### config.mk
export PLATFORM = sky130hd
export DESIGN_NAME = alu_cmd_issuer
export DESIGN_NICKNAME = d
export VERILOG_FILES = /design/src/rtl/alu_pkg.sv /design/src/rtl/alu_cmd_fifo.sv /design/src/rtl/alu_cmd_issuer.sv
export SDC_FILE = /design/constraint.sdc
export NUM_CORES = 1
export LEC_CHECK = 0
export BUFFER_PORTS_ARGS = -buffer_cell sky130_fd_sc_hd__buf_2
export CAP_MARGIN = 20
export CELL_PAD_IN_SITES_DETAIL_PLACEMENT = 0
export CELL_PAD_IN_SITES_GLOBAL_PLACEMENT = 1
export CORE_ASPECT_RATIO = 0.7
export CORE_UTILIZATION = 35
export DETAILED_ROUTE_END_ITERATION = 8
export GPL_TIMING_DRIVEN = 0
export HOLD_SLACK_MARGIN = 0.05
export MAX_ROUTING_LAYER = met4
export PLACE_DENSITY = 0.7
export REMOVE_ABC_BUFFERS = 1
export SYNTH_ARGS = -nofsm -noshare
export SYNTH_HDL_FRONTEND = slang
export SYNTH_SLANG_ARGS = --single-unit
### constraint.sdc
create_clock -name clk -period 3.6 [get_ports clk]
set_input_delay 0.18 -clock clk [delete_from_list [all_inputs] [get_ports clk]]
set_output_delay 0.18 -clock clk [all_outputs]
set_load 0.05 [all_outputs]
### src/rtl/alu_pkg.sv
`default_nettype none
// ============================================================================
//  Module      : alu_pkg
//  Description : Shared opcode constants, issuer FSM state type and the
//                packed command record used by the ALU command issuer.
//  Revision    : 1.0 - initial release
// ============================================================================
package alu_pkg;

    localparam int ALU_W = 16;

    localparam logic [3:0] OP_AND   = 4'd0;
    localparam logic [3:0] OP_NOT_A = 4'd1;
    localparam logic [3:0] OP_NOT_B = 4'd2;
    localparam logic [3:0] OP_OR    = 4'd3;
    localparam logic [3:0] OP_NOR   = 4'd4;
    localparam logic [3:0] OP_NAND  = 4'd5;
    localparam logic [3:0] OP_XOR   = 4'd6;
    localparam logic [3:0] OP_XNOR  = 4'd7;
    localparam logic [3:0] OP_ADD   = 4'd8;
    localparam logic [3:0] OP_MUL   = 4'd9;
    localparam logic [3:0] OP_DIV   = 4'd10;
    localparam logic [3:0] OP_NOOP  = 4'd11;
    localparam logic [3:0] OP_SRL   = 4'd12;
    localparam logic [3:0] OP_SLL   = 4'd13;
    localparam logic [3:0] OP_RSVD  = 4'd14;
    localparam logic [3:0] OP_CLR   = 4'd15;

    typedef enum logic [1:0] {
        IDLE   = 2'd0,
        DRIVE  = 2'd1,
        SAMPLE = 2'd2,
        RESP   = 2'd3
    } state_t;

    // One queued command: 4 + 16 + 16 = 36 bits
    typedef struct packed {
        logic [3:0]       opcode;
        logic [ALU_W-1:0] a;
        logic [ALU_W-1:0] b;
    } cmd_t;

endpackage
`default_nettype wire

### src/rtl/alu_cmd_fifo.sv
`default_nettype none
// ============================================================================
//  Module      : alu_cmd_fifo
//  Description : DEPTH-entry synchronous FIFO of ALU commands with full and
//                empty flags. Push is ignored when full, pop when empty.
//  Revision    : 1.0 - initial release
// ============================================================================
module alu_cmd_fifo
    import alu_pkg::*;
#(
    parameter int DEPTH = 4
) (
    input  logic clk,
    input  logic reset_n,
    input  logic push,
    input  cmd_t wdata,
    input  logic pop,
    output cmd_t rdata,
    output logic full,
    output logic empty
);

    localparam int c_PTR_W = (DEPTH > 1) ? $clog2(DEPTH) : 1;
    localparam int c_CNT_W = $clog2(DEPTH) + 1;
    localparam logic [c_CNT_W-1:0] c_FULL = c_CNT_W'(DEPTH);

    cmd_t               r_mem [DEPTH];
    logic [c_PTR_W-1:0] r_wr_ptr;
    logic [c_PTR_W-1:0] r_rd_ptr;
    logic [c_CNT_W-1:0] r_count;

    logic w_do_push;
    logic w_do_pop;

    assign full      = (r_count == c_FULL);
    assign empty     = (r_count == '0);
    assign w_do_push = push && !full;
    assign w_do_pop  = pop && !empty;
    assign rdata     = r_mem[r_rd_ptr];

    // Storage array; contents need no reset because the count gates reads
    always_ff @(posedge clk) begin
        if (w_do_push) begin
            r_mem[r_wr_ptr] <= wdata;
        end
    end

    // Pointers wrap naturally because DEPTH is a power of two
    always_ff @(posedge clk or negedge reset_n) begin
        if (!reset_n) begin
            r_wr_ptr <= '0;
            r_rd_ptr <= '0;
            r_count  <= '0;
        end else begin
            if (w_do_push) begin
                r_wr_ptr <= r_wr_ptr + 1'b1;
            end
            if (w_do_pop) begin
                r_rd_ptr <= r_rd_ptr + 1'b1;
            end
            unique case ({w_do_push, w_do_pop})
                2'b10:   r_count <= r_count + 1'b1;
                2'b01:   r_count <= r_count - 1'b1;
                default: r_count <= r_count;
            endcase
        end
    end

endmodule
`default_nettype wire

### src/rtl/alu_cmd_issuer.sv
`default_nettype none
// ============================================================================
//  Module      : alu_cmd_issuer
//  Description : Buffers ALU commands, drives them one at a time into the
//                free-running ALU input registers, captures the result at
//                the fixed sample point and returns it over valid/ready.
//  Revision    : 1.0 - initial release
// ============================================================================
module alu_cmd_issuer
    import alu_pkg::*;
#(
    parameter int DEPTH = 4,
    parameter int WIDTH = 16
) (
    input  logic             clk,
    input  logic             reset_n,
    input  logic             cmd_valid,
    output logic             cmd_ready,
    input  logic [3:0]       cmd_opcode,
    input  logic [WIDTH-1:0] cmd_a,
    input  logic [WIDTH-1:0] cmd_b,
    output logic [3:0]       alu_opcode,
    output logic [WIDTH-1:0] alu_a,
    output logic [WIDTH-1:0] alu_b,
    input  logic [WIDTH-1:0] alu_result,
    input  logic             alu_error,
    output logic             rsp_valid,
    input  logic             rsp_ready,
    output logic [3:0]       rsp_opcode,
    output logic [WIDTH-1:0] rsp_result,
    output logic             rsp_error
);

    state_t           r_state;
    state_t           w_next_state;
    logic             w_pop;
    cmd_t             w_head;
    cmd_t             w_wdata;
    logic             w_full;
    logic             w_empty;

    logic [3:0]       r_alu_opcode;
    logic [WIDTH-1:0] r_alu_a;
    logic [WIDTH-1:0] r_alu_b;
    logic [3:0]       r_cur_op;
    logic             r_rsvd;
    logic             r_rsp_valid;
    logic [3:0]       r_rsp_opcode;
    logic [WIDTH-1:0] r_rsp_result;
    logic             r_rsp_error;

    assign w_wdata    = '{opcode: cmd_opcode, a: cmd_a, b: cmd_b};
    assign cmd_ready  = !w_full;
    assign alu_opcode = r_alu_opcode;
    assign alu_a      = r_alu_a;
    assign alu_b      = r_alu_b;
    assign rsp_valid  = r_rsp_valid;
    assign rsp_opcode = r_rsp_opcode;
    assign rsp_result = r_rsp_result;
    assign rsp_error  = r_rsp_error;

    alu_cmd_fifo #(
        .DEPTH (DEPTH)
    ) u_fifo (
        .clk     (clk),
        .reset_n (reset_n),
        .push    (cmd_valid),
        .wdata   (w_wdata),
        .pop     (w_pop),
        .rdata   (w_head),
        .full    (w_full),
        .empty   (w_empty)
    );

    // State register
    always_ff @(posedge clk or negedge reset_n) begin
        if (!reset_n) begin
            r_state <= IDLE;
        end else begin
            r_state <= w_next_state;
        end
    end

    // Next state and pop decision; a reserved opcode bypasses DRIVE
    always_comb begin
        w_next_state = r_state;
        w_pop        = 1'b0;
        unique case (r_state)
            IDLE: begin
                if (!w_empty) begin
                    w_pop        = 1'b1;
                    w_next_state = (w_head.opcode == OP_RSVD) ? SAMPLE : DRIVE;
                end
            end
            DRIVE: begin
                w_next_state = SAMPLE;
            end
            SAMPLE: begin
                w_next_state = RESP;
            end
            RESP: begin
                if (rsp_ready) begin
                    if (!w_empty) begin
                        w_pop        = 1'b1;
                        w_next_state = (w_head.opcode == OP_RSVD) ? SAMPLE : DRIVE;
                    end else begin
                        w_next_state = IDLE;
                    end
                end
            end
            default: begin
                w_next_state = IDLE;
            end
        endcase
    end

    // ALU drive and response capture registers
    always_ff @(posedge clk or negedge reset_n) begin
        if (!reset_n) begin
            r_alu_opcode <= OP_NOOP;
            r_alu_a      <= '0;
            r_alu_b      <= '0;
            r_cur_op     <= '0;
            r_rsvd       <= 1'b0;
            r_rsp_valid  <= 1'b0;
            r_rsp_opcode <= '0;
            r_rsp_result <= '0;
            r_rsp_error  <= 1'b0;
        end else begin
            if (w_pop) begin
                r_cur_op <= w_head.opcode;
                r_rsvd   <= (w_head.opcode == OP_RSVD);
                // The reserved opcode never reaches the ALU
                if (w_head.opcode != OP_RSVD) begin
                    r_alu_opcode <= w_head.opcode;
                    r_alu_a      <= w_head.a;
                    r_alu_b      <= w_head.b;
                end
            end
            if (r_state == SAMPLE) begin
                r_rsp_valid  <= 1'b1;
                r_rsp_opcode <= r_cur_op;
                r_alu_opcode <= OP_NOOP;
                if (r_rsvd) begin
                    r_rsp_result <= '0;
                    r_rsp_error  <= 1'b1;
                end else begin
                    r_rsp_result <= alu_result;
                    r_rsp_error  <= alu_error;
                end
            end else if ((r_state == RESP) && rsp_ready) begin
                r_rsp_valid <= 1'b0;
            end
        end
    end

endmodule
`default_nettype wire

==> qor.txt <==
Tcrit/Tclk final: 81.6%
Filler Cell Count: 1951
Minimum clock period: 2.94 ns
Post-synth cell types: 40
Slew Limit Headroom: 33.1%
Max incr delay on CP: 0.80 ns
Antenna-violating nets left: 0
Post-CTS setup buffer count: 0
IO Port Bufs: 115
Worst hold path stage count: 3
Mean routed wirelength per cell: 17.5 µm
Mux cell area share after synthesis: 16.6%
Yosys warnings: 0
Worst Skew: 0.00989 ns
Area Overhead vs Synth: 28.5%
Synth Area in Compound Gates: 2.25%
Final Max Slew Viols: 0
CTS tree: yes
Crit Path Class: register to register
P per Cell Area: 947 nW/µm²
Peak VDD IR: 408 µV
DRT Wirelength: 16.5 mm
First-pass GRT wire length: 25.4 mm
Clock slew at reported path FFs: 0.06 ns
Slew @ Worst Pin: 1.00 ns
Largest family of logic cells by synthesized area: multiplexers
TritonRoute pass-1 iters: 7
Antenna violations before repair: 0
Maximum clock rate: 340 MHz
Worst setup SP type: register
Final HPWL DP: 10.2 mm
Most common library cell in the layout ignoring fill and taps: edfxtp_1
CTS Buf Count: 22
Synth Instances: 427
Largest net degree at the start of global routing: 48
Width of the die: 186 µm
GPL Wtd Cong: 0.737
Critical Path RT: 3.97 ns
Grt ovf: 0
Final hold violation count: 0
Worst-path fanout max: 34
Syn_area_per_cell: 19.4 µm²
Max clock buf depth: 3
Hold Path Class: input port to register
Die area: 24300 µm²
H-tree levels: 1
Residual DRC: 0
Final Setup Violations: 0
FP Rows: 46
Die H: 131 µm
Core ar.: 23000 µm²
Nets@finish: 680
Placement Cell Area: 9330 µm²
RSZ-0062 raised after global routing: false
Max-Cap Viols: 0
Post-synth EDFFs: 144
CP endpoint kind: register
Worst path cell trace: mux4_2, nand4b_2, nand2_4, mux2_1
Main synth FF type: edfxtp_1
Reg-to-reg slack, setup: 0.66 ns
Most frequent cells in the layout: edfxtp_1 (144), buf_2 (114), dfrtp_1 (67)
Slowest CP cell: dfrtp_2
CP Buf/Inv Count: 0
Worst Path Arrival: 3.31 ns
Routed vias: 4422
Setup ws final: 0.663 ns
Yosys top cell by area: edfxtp_1
Clock latency on the worst-skew pair: 0.49 ns
Initial DRC Count: 239
Async SR Flop Fraction: 33.3%
Final instance area: 10700 µm²
Initial Utilization: 36.1%
Synthesized flop and latch total: 216
Worst R2R Path Depth: 4
Ant. Diodes: 0
Critical path's top delay family: multiplexers
Share of cells above drive strength 1: 38.8%
Adder-cell share of the synthesized area: 1.60%
Cell Area, Synth: 8300 µm²
Aggregate global-route resource usage: 14.2%
Cts repair resizes: 0
Register area share after synthesis: 73.8%
Vias per inst: 4.70
Top post-synthesis cells by area: edfxtp_1 (52%), dfrtp_1 (21%), mux4_2 (9.8%)
Worst path depth: 4
Clock Sinks: 216
Number of global-route vias before repair: 4655
Top-level port count: 116
Setup TNS: 0 ns
Area fraction of the dominant cell type after synthesis: 52.1%
Fraction of the mapped netlist area in simple logic gates: 2.79%
Worst slack, placed: 0.406 ns
Xor and xnor area share after synthesis: 0.633%
Outcome: complete, no violations
P_leak: 0.00419 µW
Root Driver: clkbuf_16
## logic make-up after synthesis
| logic type | Yosys count |
|---|---|
| flip-flops | 216 |
| multiplexers | 77 |
| AND/OR/NAND/NOR | 43 |
| buffers and inverters | 42 |
| AO/OA/AOI/OAI | 33 |
| adder cells (fa/ha/maj) | 10 |
| XOR/XNOR | 6 |
## state kept, by name (all words and copies together) (netlist names)
| name | flops |
|---|---|
| rsp_valid | 1 |
| rsp_opcode | 4 |
| rsp_error | 1 |
| u_fifo.r_count | 3 |
| rsp_result | 16 |
| u_fifo.r_rd_ptr | 2 |
| r_cur_op | 4 |
| u_fifo.r_wr_ptr | 2 |
| alu_opcode | 4 |
| r_rsvd | 1 |
| u_fifo.r_mem | 144 |
| r_state | 2 |
| alu_b | 16 |
| alu_a | 16 |
## Yosys cell counts, types with 3 or more instances
master / number
a21oi_1: 7
and3_1: 4
xnor2_1: 3
dfstp_2: 3
mux2_1: 4
mux2_2: 9
mux4_2: 36
o21ai_1: 6
edfxtp_1: 144
nor4_1: 3
dfrtp_1: 69
nor2b_1: 3
xor2_1: 3
inv_1: 25
nor2_1: 3
mux2_4: 28
clkbuf_1: 10
ha_1: 9
buf_6: 4
o21ai_0: 11
nand2_1: 19
## final timing paths
check / start / to
setup / recovery: u_fifo.r_rd_ptr[0]$_DFFE_PN0P_ / alu_a[12]$_DFFE_PN0P_
min in group asynchronous: reset_n / alu_a[14]$_DFFE_PN0P_
hold / removal: cmd_valid / u_fifo.r_wr_ptr[0]$_DFFE_PN0P_
setup reg to reg: u_fifo.r_rd_ptr[0]$_DFFE_PN0P_ / alu_a[12]$_DFFE_PN0P_
max in group asynchronous: reset_n / alu_opcode[1]$_DFFE_PN1P_
hold reg to reg: r_rsvd$_DFFE_PN0P_ / rsp_result[14]$_DFFE_PN0P_
## worst min-delay path: stages
cell and delay (ns):
buf_2 0.12, and2_1 0.20, xnor2_1 0.08
## through the flow
| stage | hold slack, ns | utilization (%) | power, µW | std cells |
|---|---|---|---|---|
| after global placement | 0.384 | 39.9 | 7580 | 837 |
| after floorplan | -0.116 | - | 6690 | 410 |
| after global routing | 0.122 | 46.4 | 10600 | 941 |
| after CTS | 0.110 | 46.4 | 10200 | 939 |
| final | 0.131 | 46.4 | 10100 | 941 |
| after detailed placement | 0.154 | 40.6 | 7780 | 844 |
## what timing repair did
item,in CTS,in global routing
hold endpoints to repair,231,0
hold buffers,55,0
setup endpoints to repair,0,0
## metal layers
metal	global-route usage [%]	vias to the layer above	wire length, µm
met5	-	-	0
met4	3.76	0	319
met3	2.44	31	623
met2	22.6	117	7890
met1	18.9	2268	7670
li1	-	2006	-
## power breakdown
part | internal (µW) | switching (µW)
clock | 1460 | 911
sequential | 3430 | 399
combinational | 1560 | 2340
## cell type report
| cell class | count | area [µm²] | share of cell area [%] |
|---|---|---|---|
| multi-input cells | 169 | 1990 | 18.6 |
| inverters | 25 | 93.8 | 0.880 |
| clock buffers | 31 | 646 | 6.05 |
| flip-flops and latches | 216 | 6130 | 57.5 |
| repair buffers | 179 | 1290 | 12.1 |
| well taps | 312 | 390 | 3.66 |
| clock inverters | 9 | 121 | 1.14 |
Power figures use the tool's default switching activity.
